### config.mk
export PLATFORM = sky130hd
export DESIGN_NAME = iir_biquad_2ch
export DESIGN_NICKNAME = d
export VERILOG_FILES = /design/src/rtl/iir_biquad_2ch.sv
export SDC_FILE = /design/constraint.sdc
export NUM_CORES = 1
export LEC_CHECK = 0
export CORE_MARGIN = 2
export CORE_UTILIZATION = 54
export CTS_CLUSTER_SIZE = 8
export DETAILED_ROUTE_END_ITERATION = 10
export PLACE_DENSITY = 0.74
export SYNTH_ARGS = -nofsm -noshare
export SYNTH_HDL_FRONTEND = slang
export SYNTH_SLANG_ARGS = --single-unit
### constraint.sdc
create_clock -name clk -period 10.7 [get_ports clk]
set_clock_uncertainty 0.15 [all_clocks]
set_input_delay 2.675 -clock clk [delete_from_list [all_inputs] [get_ports clk]]
set_output_delay 2.675 -clock clk [all_outputs]
set_load 0.05 [all_outputs]
### src/rtl/iir_biquad_2ch.sv
// iir_biquad_2ch: dual-channel Direct-Form-I biquad sharing one multiplier across both channels
// Ports:
//   clk, rst_i (async, active high), en_i, data_update_i, data0_i/data1_i (offset binary in)
//   data_valid_o (one-cycle strobe), data0_o/data1_o (offset binary out), busy_o, overrun_o (sticky)
//   bypass_i exists only when IIR_BYPASS_EN is defined: outputs follow inputs, histories take y = x
module iir_biquad_2ch #(
    parameter logic signed [15:0] B0 = 16'sd16384,
    parameter logic signed [15:0] B1 = 16'sd0,
    parameter logic signed [15:0] B2 = 16'sd0,
    parameter logic signed [15:0] A1 = 16'sd0,
    parameter logic signed [15:0] A2 = 16'sd0
) (
    input  logic        clk,
    input  logic        rst_i,
    input  logic        en_i,
    input  logic        data_update_i,
    input  logic [11:0] data0_i,
    input  logic [11:0] data1_i,
`ifdef IIR_BYPASS_EN
    input  logic        bypass_i,
`endif
    output logic        data_valid_o,
    output logic [11:0] data0_o,
    output logic [11:0] data1_o,
    output logic        busy_o,
    output logic        overrun_o
);
    typedef enum logic [1:0] {IDLE, MAC, SAT, DONE} state_t;
    state_t state, state_nx;
    logic [3:0] k, tap;
    logic ch, start;
    logic signed [11:0] x [2], x1 [2], x2 [2], y1 [2], y2 [2], yv [2], opd;
    logic signed [15:0] coef;
    logic signed [31:0] acc [2], prod;
`ifdef IIR_BYPASS_EN
    logic byp;
`endif

    function automatic logic signed [11:0] sat(input logic signed [31:0] a);
        logic signed [31:0] r;
        r = (a + 32'sd8192) >>> 14;
        return (r > 32'sd2047) ? 12'sh7ff : (r < -32'sd2048) ? 12'sh800 : r[11:0];
    endfunction

    assign start = data_update_i && en_i && state == IDLE;
    assign busy_o = state != IDLE;
    assign data_valid_o = state == DONE;
    // taps 0..4 of channel 0 occupy k = 0..4, channel 1 occupies k = 5..9
    assign ch = k >= 4'd5;
    assign tap = ch ? k - 4'd5 : k;

    always_comb begin
        opd = tap == 4'd0 ? x[ch] : tap == 4'd1 ? x1[ch] : tap == 4'd2 ? x2[ch] : tap == 4'd3 ? y1[ch] : y2[ch];
        coef = tap == 4'd0 ? B0 : tap == 4'd1 ? B1 : tap == 4'd2 ? B2 : tap == 4'd3 ? A1 : A2;
        prod = opd * coef;
        for (int c = 0; c < 2; c++)
`ifdef IIR_BYPASS_EN
            yv[c] = byp ? x[c] : sat(acc[c]);
`else
            yv[c] = sat(acc[c]);
`endif
        state_nx = state == IDLE ? (start ? MAC : IDLE) :
                   state == MAC  ? (k == 4'd9 ? SAT : MAC) :
                   state == SAT  ? DONE : IDLE;
    end

    always_ff @(posedge clk or posedge rst_i) begin
        if (rst_i)
            state <= IDLE;
        else
            state <= state_nx;
    end

    always_ff @(posedge clk or posedge rst_i) begin
        if (rst_i) begin
            for (int c = 0; c < 2; c++) begin
                x[c] <= '0;
                x1[c] <= '0;
                x2[c] <= '0;
                y1[c] <= '0;
                y2[c] <= '0;
                acc[c] <= '0;
            end
            k <= '0;
            data0_o <= 12'h800;
            data1_o <= 12'h800;
            overrun_o <= 1'b0;
`ifdef IIR_BYPASS_EN
            byp <= 1'b0;
`endif
        end else begin
            if (data_update_i && en_i && busy_o)
                overrun_o <= 1'b1;
            if (start) begin
                x[0] <= $signed({~data0_i[11], data0_i[10:0]});
                x[1] <= $signed({~data1_i[11], data1_i[10:0]});
                acc[0] <= '0;
                acc[1] <= '0;
                k <= '0;
`ifdef IIR_BYPASS_EN
                byp <= bypass_i;
`endif
            end
            if (state == MAC) begin
                // feedback taps (a1, a2) are subtracted
                acc[ch] <= tap >= 4'd3 ? acc[ch] - prod : acc[ch] + prod;
                k <= k + 4'd1;
            end
            if (state == SAT) begin
                for (int c = 0; c < 2; c++) begin
                    x2[c] <= x1[c];
                    x1[c] <= x[c];
                    y2[c] <= y1[c];
                    y1[c] <= yv[c];
                end
                data0_o <= {~yv[0][11], yv[0][10:0]};
                data1_o <= {~yv[1][11], yv[1][10:0]};
            end
        end
    end
endmodule

-- Yosys cells after proc, flatten, opt, wreduce, memory -nomap -nowiden
Index checks and enable logic that the tools add are counted.
- multiply operators: 1
- $add $sub $neg: 6
- magnitude comparators: 8
- multiplexer cells: 41
- bitwise logic cells: 5
- reductions and logical operators: 8
- eq/ne operators: 7
- operators with widths (cell ; count):
    two-way mux 12 bit ; 23
    two-way mux 32 bit ; 5
    two-way mux 64 bit ; 2
    adder 32 x 15 -> 32 bit (second input constant) ; 2
    bitwise mux 64 bit ; 1
    greater-than comparator 18 x 12 -> 1 bit (second input constant) ; 2
    < comparator 18 x 12 -> 1 bit (second input constant) ; 2
    adder 32 x 28 -> 32 bit ; 1
    demux 32 bit (select 1 bit) ; 1
    subtractor 32 x 28 -> 32 bit ; 1
    multiplier 12 x 16 -> 28 bit ; 1
    two-way mux 15 bit ; 1
    two-way mux 4 bit ; 3
    == test 4 x 2 -> 1 bit (second input constant) ; 2
    two-way mux 2 bit ; 4
    adder 4 x 1 -> 4 bit (second input constant) ; 1
    == test 2 bit (second input constant) ; 2
    == test 4 x 1 -> 1 bit (second input constant) ; 1
    == test 4 bit (second input constant) ; 1
    >= comparator 4 x 2 -> 1 bit (second input constant) ; 1
    >= comparator 4 x 3 -> 1 bit (second input constant) ; 1
    logical AND 1 bit ; 4
    logical NOT 4 bit ; 1
    inverter 1 bit ; 4
    other kinds (8) ; 9
- input port bits: 28
- word-level logic and storage cells: 93
- register bits: 215
- output and inout bits: 27

-- Logic depth before layout (Yosys ltp)
Gate-level depths: netlist of run 1.
- depth in word-level cells: 14
- mapped depth: 35
- depth with buffers taken out: 31

-- Worst setup path after synthesis of run 1
OpenSTA, ideal clock, no wires.
- kind: reg-to-reg
- start point: register k[0]
- end point: register acc[31] (netlist name)
- cell stages (with the launch flop): 33
- setup slack: 3.183 ns
- path buffers: 3
- data required time: 10.471 ns
- arrival time: 7.287 ns
- setup time: 0.079 ns
- clock period less this slack: 7.517 ns
- cell sequence: dfrtp_1 > buf_6 > clkbuf_1 > inv_1 > ha_1 > nor2b_1 > o211a_1 > nor3_1 > or2_1 > buf_2 > inv_1 > ha_1 > ha_1 > ha_1 > a21o_1 > o21a_1 > or2_2 > a31o_2 > a311oi_2 > or2_2 > o21ai_0 > xor2_1 > ha_1 > nand2_1 > a21oi_1 > a221oi_1 > o21ai_0 > nand3_1 > nand4_1 > a2111oi_0 > a211o_1 > a211o_1 > mux2i_1
- word-level cells in the longest chain between the ends: 14
- elaborated cells between the ends (all ways): 43
- those cells by class: add/sub (3); mul (1); order compare (4); eq/ne (3); mux (29); bitwise (1); reduce/logical (2)
- RTL lines (element ; RTL line ; text):
    start, declared ; 30 ; logic [3:0] k, tap;
    start signal, assigned ; 107 ; k <= k + 4'd1;
    >= comparator 4 x 3 -> 1 bit ; 49 ; assign ch = k >= 4'd5;
    inverter 1 -> 2 bit ; 53, 106 ;
    two-way mux 12 bit (not written as such) (3 in a row) ; 53 ; opd = tap == 4'd0 ? x[ch] : tap == 4'd1 ? x1[ch] : tap == 4'd2 ? x2[ch] : tap == 4'd3 ? y1[ch] : y2[ch];
    two-way mux 12 bit (4 in a row) ; 53 ;
    multiplier 12 x 16 -> 28 bit ; 55 ; prod = opd * coef;
    adder 32 x 28 -> 32 bit or subtractor 32 x 28 -> 32 bit (tied branches) ; 106 ; acc[ch] <= tap >= 4'd3 ? acc[ch] - prod : acc[ch] + prod;
    two-way mux 32 bit ; 106 ;
    bitwise mux 64 bit (*) ; 106 ;
    two-way mux 64 bit (*) ; 104 ; if (state == MAC) begin
    end signal, assigned by index ; 106 ;
    end, declared ; 34 ; logic signed [31:0] acc [2], prod;
Mark *: on every way between the ends. The rest lies on a longest branch, timed or not. The select of a mux whose other input is x is not followed.
A chain may end at the register's enable or synchronous reset.

-- Final worst setup path of run 1
Ends and elaborated chain as after synthesis.

==> results of run 1 <==
## worst min-delay path: cells and delay by family (launching register included)
family / cells / cell delay, ns
AND/OR/NAND/NOR: 2 / 0.10
flip-flops: 1 / 0.34
## cells in the final DEF, fill, tap and decap left out, drive strengths merged, types with 22 or more instances in the layout
cell type      instances
nand2                226
dfrtp                 99
ha                    69
nor2                  62
nand3                 55
clkdlybuf4s50         54
o21ai                 54
a21oi                 37
xnor2                 35
inv                   28
xor2                  25
nor3                  22
## layer usage
| layer | track usage | vias up | wire length [µm] | share of wire |
|---|---|---|---|---|
| met4 | 0.0872 | 0 | 566 | 0.031 |
| met2 | 0.401 | 152 | 8590 | 0.47 |
| li1 | - | 3387 | - | - |
| met5 | 0 | - | 0 | 0 |
| met3 | 0.0481 | 37 | 753 | 0.041 |
| met1 | 0.313 | 3090 | 8360 | 0.46 |
## flip-flops by register name, indices dropped and copies added (netlist names)
register and flops:
state 2, k 4, overrun_o 1, y2 2
y1 24, acc 38, x1 2, x 24
x2 2, data1_o 1, data0_o 1
## area by class of cell
type	count	area share
Clock inverter	4	0.00635
Sequential cell	101	0.292
Clock buffer	12	0.0296
Inverter	27	0.0120
Timing Repair Buffer	62	0.0693
Multi-Input combinational cell	779	0.564
Tap cell	184	0.0266
## worst paths after layout
| check | startpoint | end | slack [ns] | cells after the start |
|---|---|---|---|---|
| setup / recovery | k[0] | acc[31] | 2.03 | 27 |
| hold / removal | x[19] | x[19] | 0.33 | 2 |
| setup reg to reg | k[0] | acc[31] | 2.03 | 27 |
| hold reg to reg | x[19] | x[19] | 0.33 | 2 |
| max in group asynchronous | rst_i | x[19] | 6.70 | 3 |
| min in group asynchronous | rst_i | y1[13] | 2.58 | 2 |
## cell families after synthesis
group           after synthesis  share of synthesized area
fa+ha+maj                    69                      0.110
simple gates                442                      0.254
mux                          14                     0.0213
flops                       101                      0.322
compound gates              194                      0.168
buf+inv                      96                     0.0576
xor+xnor                     60                     0.0668
## per-stage QoR
stage | worst slack (ns) | util | hold WS [ns] | instances | instance area, µm²
2_1_floorplan | 3.18 | - | 0.289 | 976 | 7860
3_3_place_gp | 2.43 | 0.582 | 0.309 | 1153 | 8360
3_5_place_dp | 2.16 | 0.582 | 0.312 | 1153 | 8360
4_1_cts | 2.13 | 0.603 | 0.330 | 1169 | 8670
5_1_grt | 1.17 | 0.603 | 0.358 | 1169 | 8670
6_report | 2.03 | 0.603 | 0.328 | 1169 | 8670
==> flow_summary.json, run 1 <==
{
  "post-synth-top-area-cell": "dfrtp_1",
  "rows": 44,
  "synthMostInstantiatedCell": "nand2_1",
  "finalHoldViolations": 0,
  "fin_nets": 1077,
  "postCtsSetupBuffers": 0,
  "post_cts_resized": 0,
  "worst_slew_pin_slew_ns": 1.10,
  "cp.arrival_ns": 8.76,
  "yosys_warnings": 0,
  "critPathKind": "flip-flop to flip-flop",
  "slew_headroom": 0.267,
  "critPathLaunchType": "flip-flop",
  "synth_top_flop_cell": "dfrtp_1",
  "start_util": 0.547,
  "grt_remaining_overflow": 0,
  "clock_path_buffers": 2,
  "drv_cap": 0,
  "die-area_mm2": 0.0155,
  "dp_hpwl_um": 13700,
  "vias": 6666,
  "io_buffer_count": 54,
  "cp_max_fo": 18,
  "seq_area_mm2": 0.00253,
  "multi_input_area_mm2": 0.00489,
  "dieWidth_um": 125,
  "antenna_found_initial": 0,
  "clk_pin_slew_ns": 0.07,
  "worstPathRequired_ns": 10.79,
  "via_per_inst": 5.70,
  "synth_edf_count": 0,
  "cts_sinks": 101,
  "async_reset_ff_frac": 1.00,
  "drt-total-wl_um": 18300,
  "fill_cells": 1304,
  "dr.pass1.iters": 5,
  "ys_ff_latch": 101,
  "layout_min_cycle_time_ns": 8.67,
  "cts-htree-levels": 3,
  "netlist_top_cells_area": "dfrtp_1 32%, ha_1 11%, nand2_1 11%",
  "grt_pass1_vias": 6390,
  "crit_slowest_cell": "xnor2_1",
  "fp.coreArea_mm2": 0.0144,
  "cts_buffers": 9,
  "postSynthAreaPerCell_um2": 8.06,
  "gp_congestion": 0.914,
  "cpMostUsedCell": "ha_1",
  "synthCells": 976,
  "hp-class": "flip-flop to flip-flop",
  "grt_max_degree": 61,
  "drv_slew": 0,
  "first_iter_violations": 352,
  "synth_top_area_frac": 0.315,
  "grt_pass1_wl_um": 30800,
  "crit_family": "compound AO/OA/AOI/OAI gates",
  "drive_above_1_share": 0.0518,
  "synth_nets": 1073,
  "syn-cell-area_mm2": 0.00786,
  "syn2layout_area_growth_pct": 10.2,
  "detail-route-antenna-nets": 0,
  "cts-root-buf": "clkbuf_16",
  "drt_drc_violations_left": 0,
  "wl_per_cell_um": 15.6,
  "num_io_pins": 55,
  "max_stage_delay_ns": 0.85,
  "ys_types": 66,
  "die_height_um": 125,
  "totalNegativeSetupSlack_ns": 0,
  "finalCritPeriodShare": 0.810,
  "rsz0062_at_grt": "false",
  "outcome": "finished clean",
  "synth_common_cells": "226 x nand2_1, 99 x dfrtp_1, 69 x ha_1",
  "path_buf_inv": 2,
  "setup_viol": 0,
  "n_antenna_cell": 0,
  "end_kind": "flip-flop",
  "hold_buffers": 0,
  "yosysSeqAreaShare": 0.322,
  "cts_tree": "done",
  "insertion_delay_ns": 0.36,
  "grt_use_total": 0.241,
  "clock.fmax_mhz": 115
}
Power of run 1 is not shown: default switching activity piles up to over one toggle a cycle in this logic, so the estimate is an artifact.
==> inputs of run 2 (changes only) <==
- clock period: 10.7 -> 8.6 ns (I/O delays scaled with it)
==> run 2 against run 1 <==
  * Utilization up 0.14 points
  * Final cell count rose by 0.26%
  * Non-clock buffer count is 3 higher
  * Critical endpoint unchanged
  * Cell area up 0.23%
  * Die area stayed put
  * Routed wire length is 0.31% lower
==> flow_summary.json, run 2 (same netlist as run 1, synthesis figures left out) <==
{
  "slew_headroom": 0.267,
  "outcome": "finished clean",
  "dp_hpwl_um": 13600,
  "hp-class": "flip-flop to flip-flop",
  "clk_pin_slew_ns": 0.07,
  "num_io_pins": 55,
  "grt_use_total": 0.241,
  "cts-root-buf": "clkbuf_16",
  "grt_remaining_overflow": 0,
  "first_iter_violations": 339,
  "met1_length_um": 8560,
  "clock_path_buffers": 2,
  "totalNegativeSetupSlack_ns": 0,
  "cts_sinks": 101,
  "mostFrequentLayoutCell": "nand2_1",
  "detail-route-antenna-nets": 0,
  "grt_max_degree": 66,
  "gp_congestion": 0.924,
  "rows": 44,
  "crit_slowest_cell": "dfrtp_1",
  "io_buffer_count": 54,
  "insertion_delay_ns": 0.36,
  "worst_slew_pin_slew_ns": 1.10,
  "final_cell_mix": "226 x nand2_1, 99 x dfrtp_1, 69 x ha_1, 62 x nor2_1",
  "cp_max_fo": 11,
  "drv_slew": 0,
  "die-area_mm2": 0.0155,
  "fill_cells": 1284,
  "die_height_um": 125,
  "n_antenna_cell": 0,
  "wl_per_cell_um": 15.5,
  "max_stage_delay_ns": 0.48,
  "cts_tree": "done",
  "highest_layer": "met4",
  "layout_min_cycle_time_ns": 7.77,
  "drt-total-wl_um": 18200,
  "fin_nets": 1080,
  "top_regs": "acc (38), x (24), y1 (24)",
  "worstPathRequired_ns": 8.69,
  "start_util": 0.547,
  "dr.pass1.iters": 5,
  "clock.fmax_mhz": 129,
  "finalHoldViolations": 0,
  "placedCellCount": 1156,
  "hold_buffers": 0,
  "post_cts_resized": 0,
  "drv_cap": 0,
  "fp.coreArea_mm2": 0.0144,
  "dieWidth_um": 125,
  "drive_above_1_share": 0.0547,
  "grt_pass1_vias": 6345,
  "instances_no_fill": 1172,
  "antenna_found_initial": 0,
  "critPathKind": "flip-flop to flip-flop",
  "cpMostUsedCell": "ha_1",
  "met3_length_um": 654,
  "largest_reg_flops": 38,
  "grt_pass1_wl_um": 30900,
  "via_per_inst": 5.71,
  "critPathLaunchType": "flip-flop",
  "top_register": "acc",
  "syn2layout_area_growth_pct": 10.5,
  "route.met2.wl_um": 8560,
  "cp.arrival_ns": 7.85,
  "rsz0062_at_grt": "false",
  "finalCritPeriodShare": 0.903,
  "setup_viol": 0,
  "cts-htree-levels": 3,
  "end_kind": "flip-flop",
  "vias": 6693,
  "drt_drc_violations_left": 0,
  "postCtsSetupBuffers": 0,
  "cts_buffers": 9
}
==> run 2: cell count changes in the layout (fill, tap and decap cells not counted), sizes merged <==
cell | previous run | this run
buf | 8 | 11
clkbuf | 12 | 13
clkinv | 2 | 1
==> run 2: final cells by class <==
class	count	area (µm²)	share of cell area
flip-flops and latches	101	2530	0.291
clock inverters	3	43.8	0.00504
inverters	27	104	0.0120
clock buffers	13	260	0.0300
multi-input cells	779	4900	0.564
well taps	184	230	0.0265
repair buffers	65	623	0.0717
==> run 2: worst max-delay path, delay by kind of cell (launching register included) <==
kind / cells / cell delay (ns)
DFF: 1 / 0.48
AOI/OAI and AO/OA: 6 / 1.58
muxes: 2 / 0.48
adders and majority gates: 6 / 1.92
buffers and inverters: 3 / 0.59
and+or+nand+nor: 12 / 2.48
==> run 2: worst paths after layout <==
check / start / slack (ns) / endpoint / cells past startpoint
setup / recovery: k[1] / 0.83 / acc[31] / 29
hold / removal: x[19] / 0.33 / x[19] / 2
setup reg to reg: k[1] / 0.83 / acc[31] / 29
hold reg to reg: x[19] / 0.33 / x[19] / 2
max in group asynchronous: rst_i / 5.13 / x[13] / 3
min in group asynchronous: rst_i / 2.06 / y1[14] / 2
==> run 2: through the flow <==
step,hold WS (ns),utilization,setup slack [ns],area (µm²)
finish,0.326,0.605,0.831,8690
global route,0.346,0.605,0.146,8690
CTS,0.328,0.604,0.712,8680
detailed placement,0.307,0.583,0.726,8380
global placement,0.309,0.583,0.968,8380
floorplan,0.289,-,1.08,7860
==> run 2: routing by layer <==
| layer | GRT usage | up-vias |
|---|---|---|
| met4 | 0.0773 | 0 |
| met1 | 0.325 | 3138 |
| li1 | - | 3395 |
| met3 | 0.0481 | 30 |
| met2 | 0.392 | 130 |
| met5 | 0 | - |
Power of run 2 is left out for the same reason.
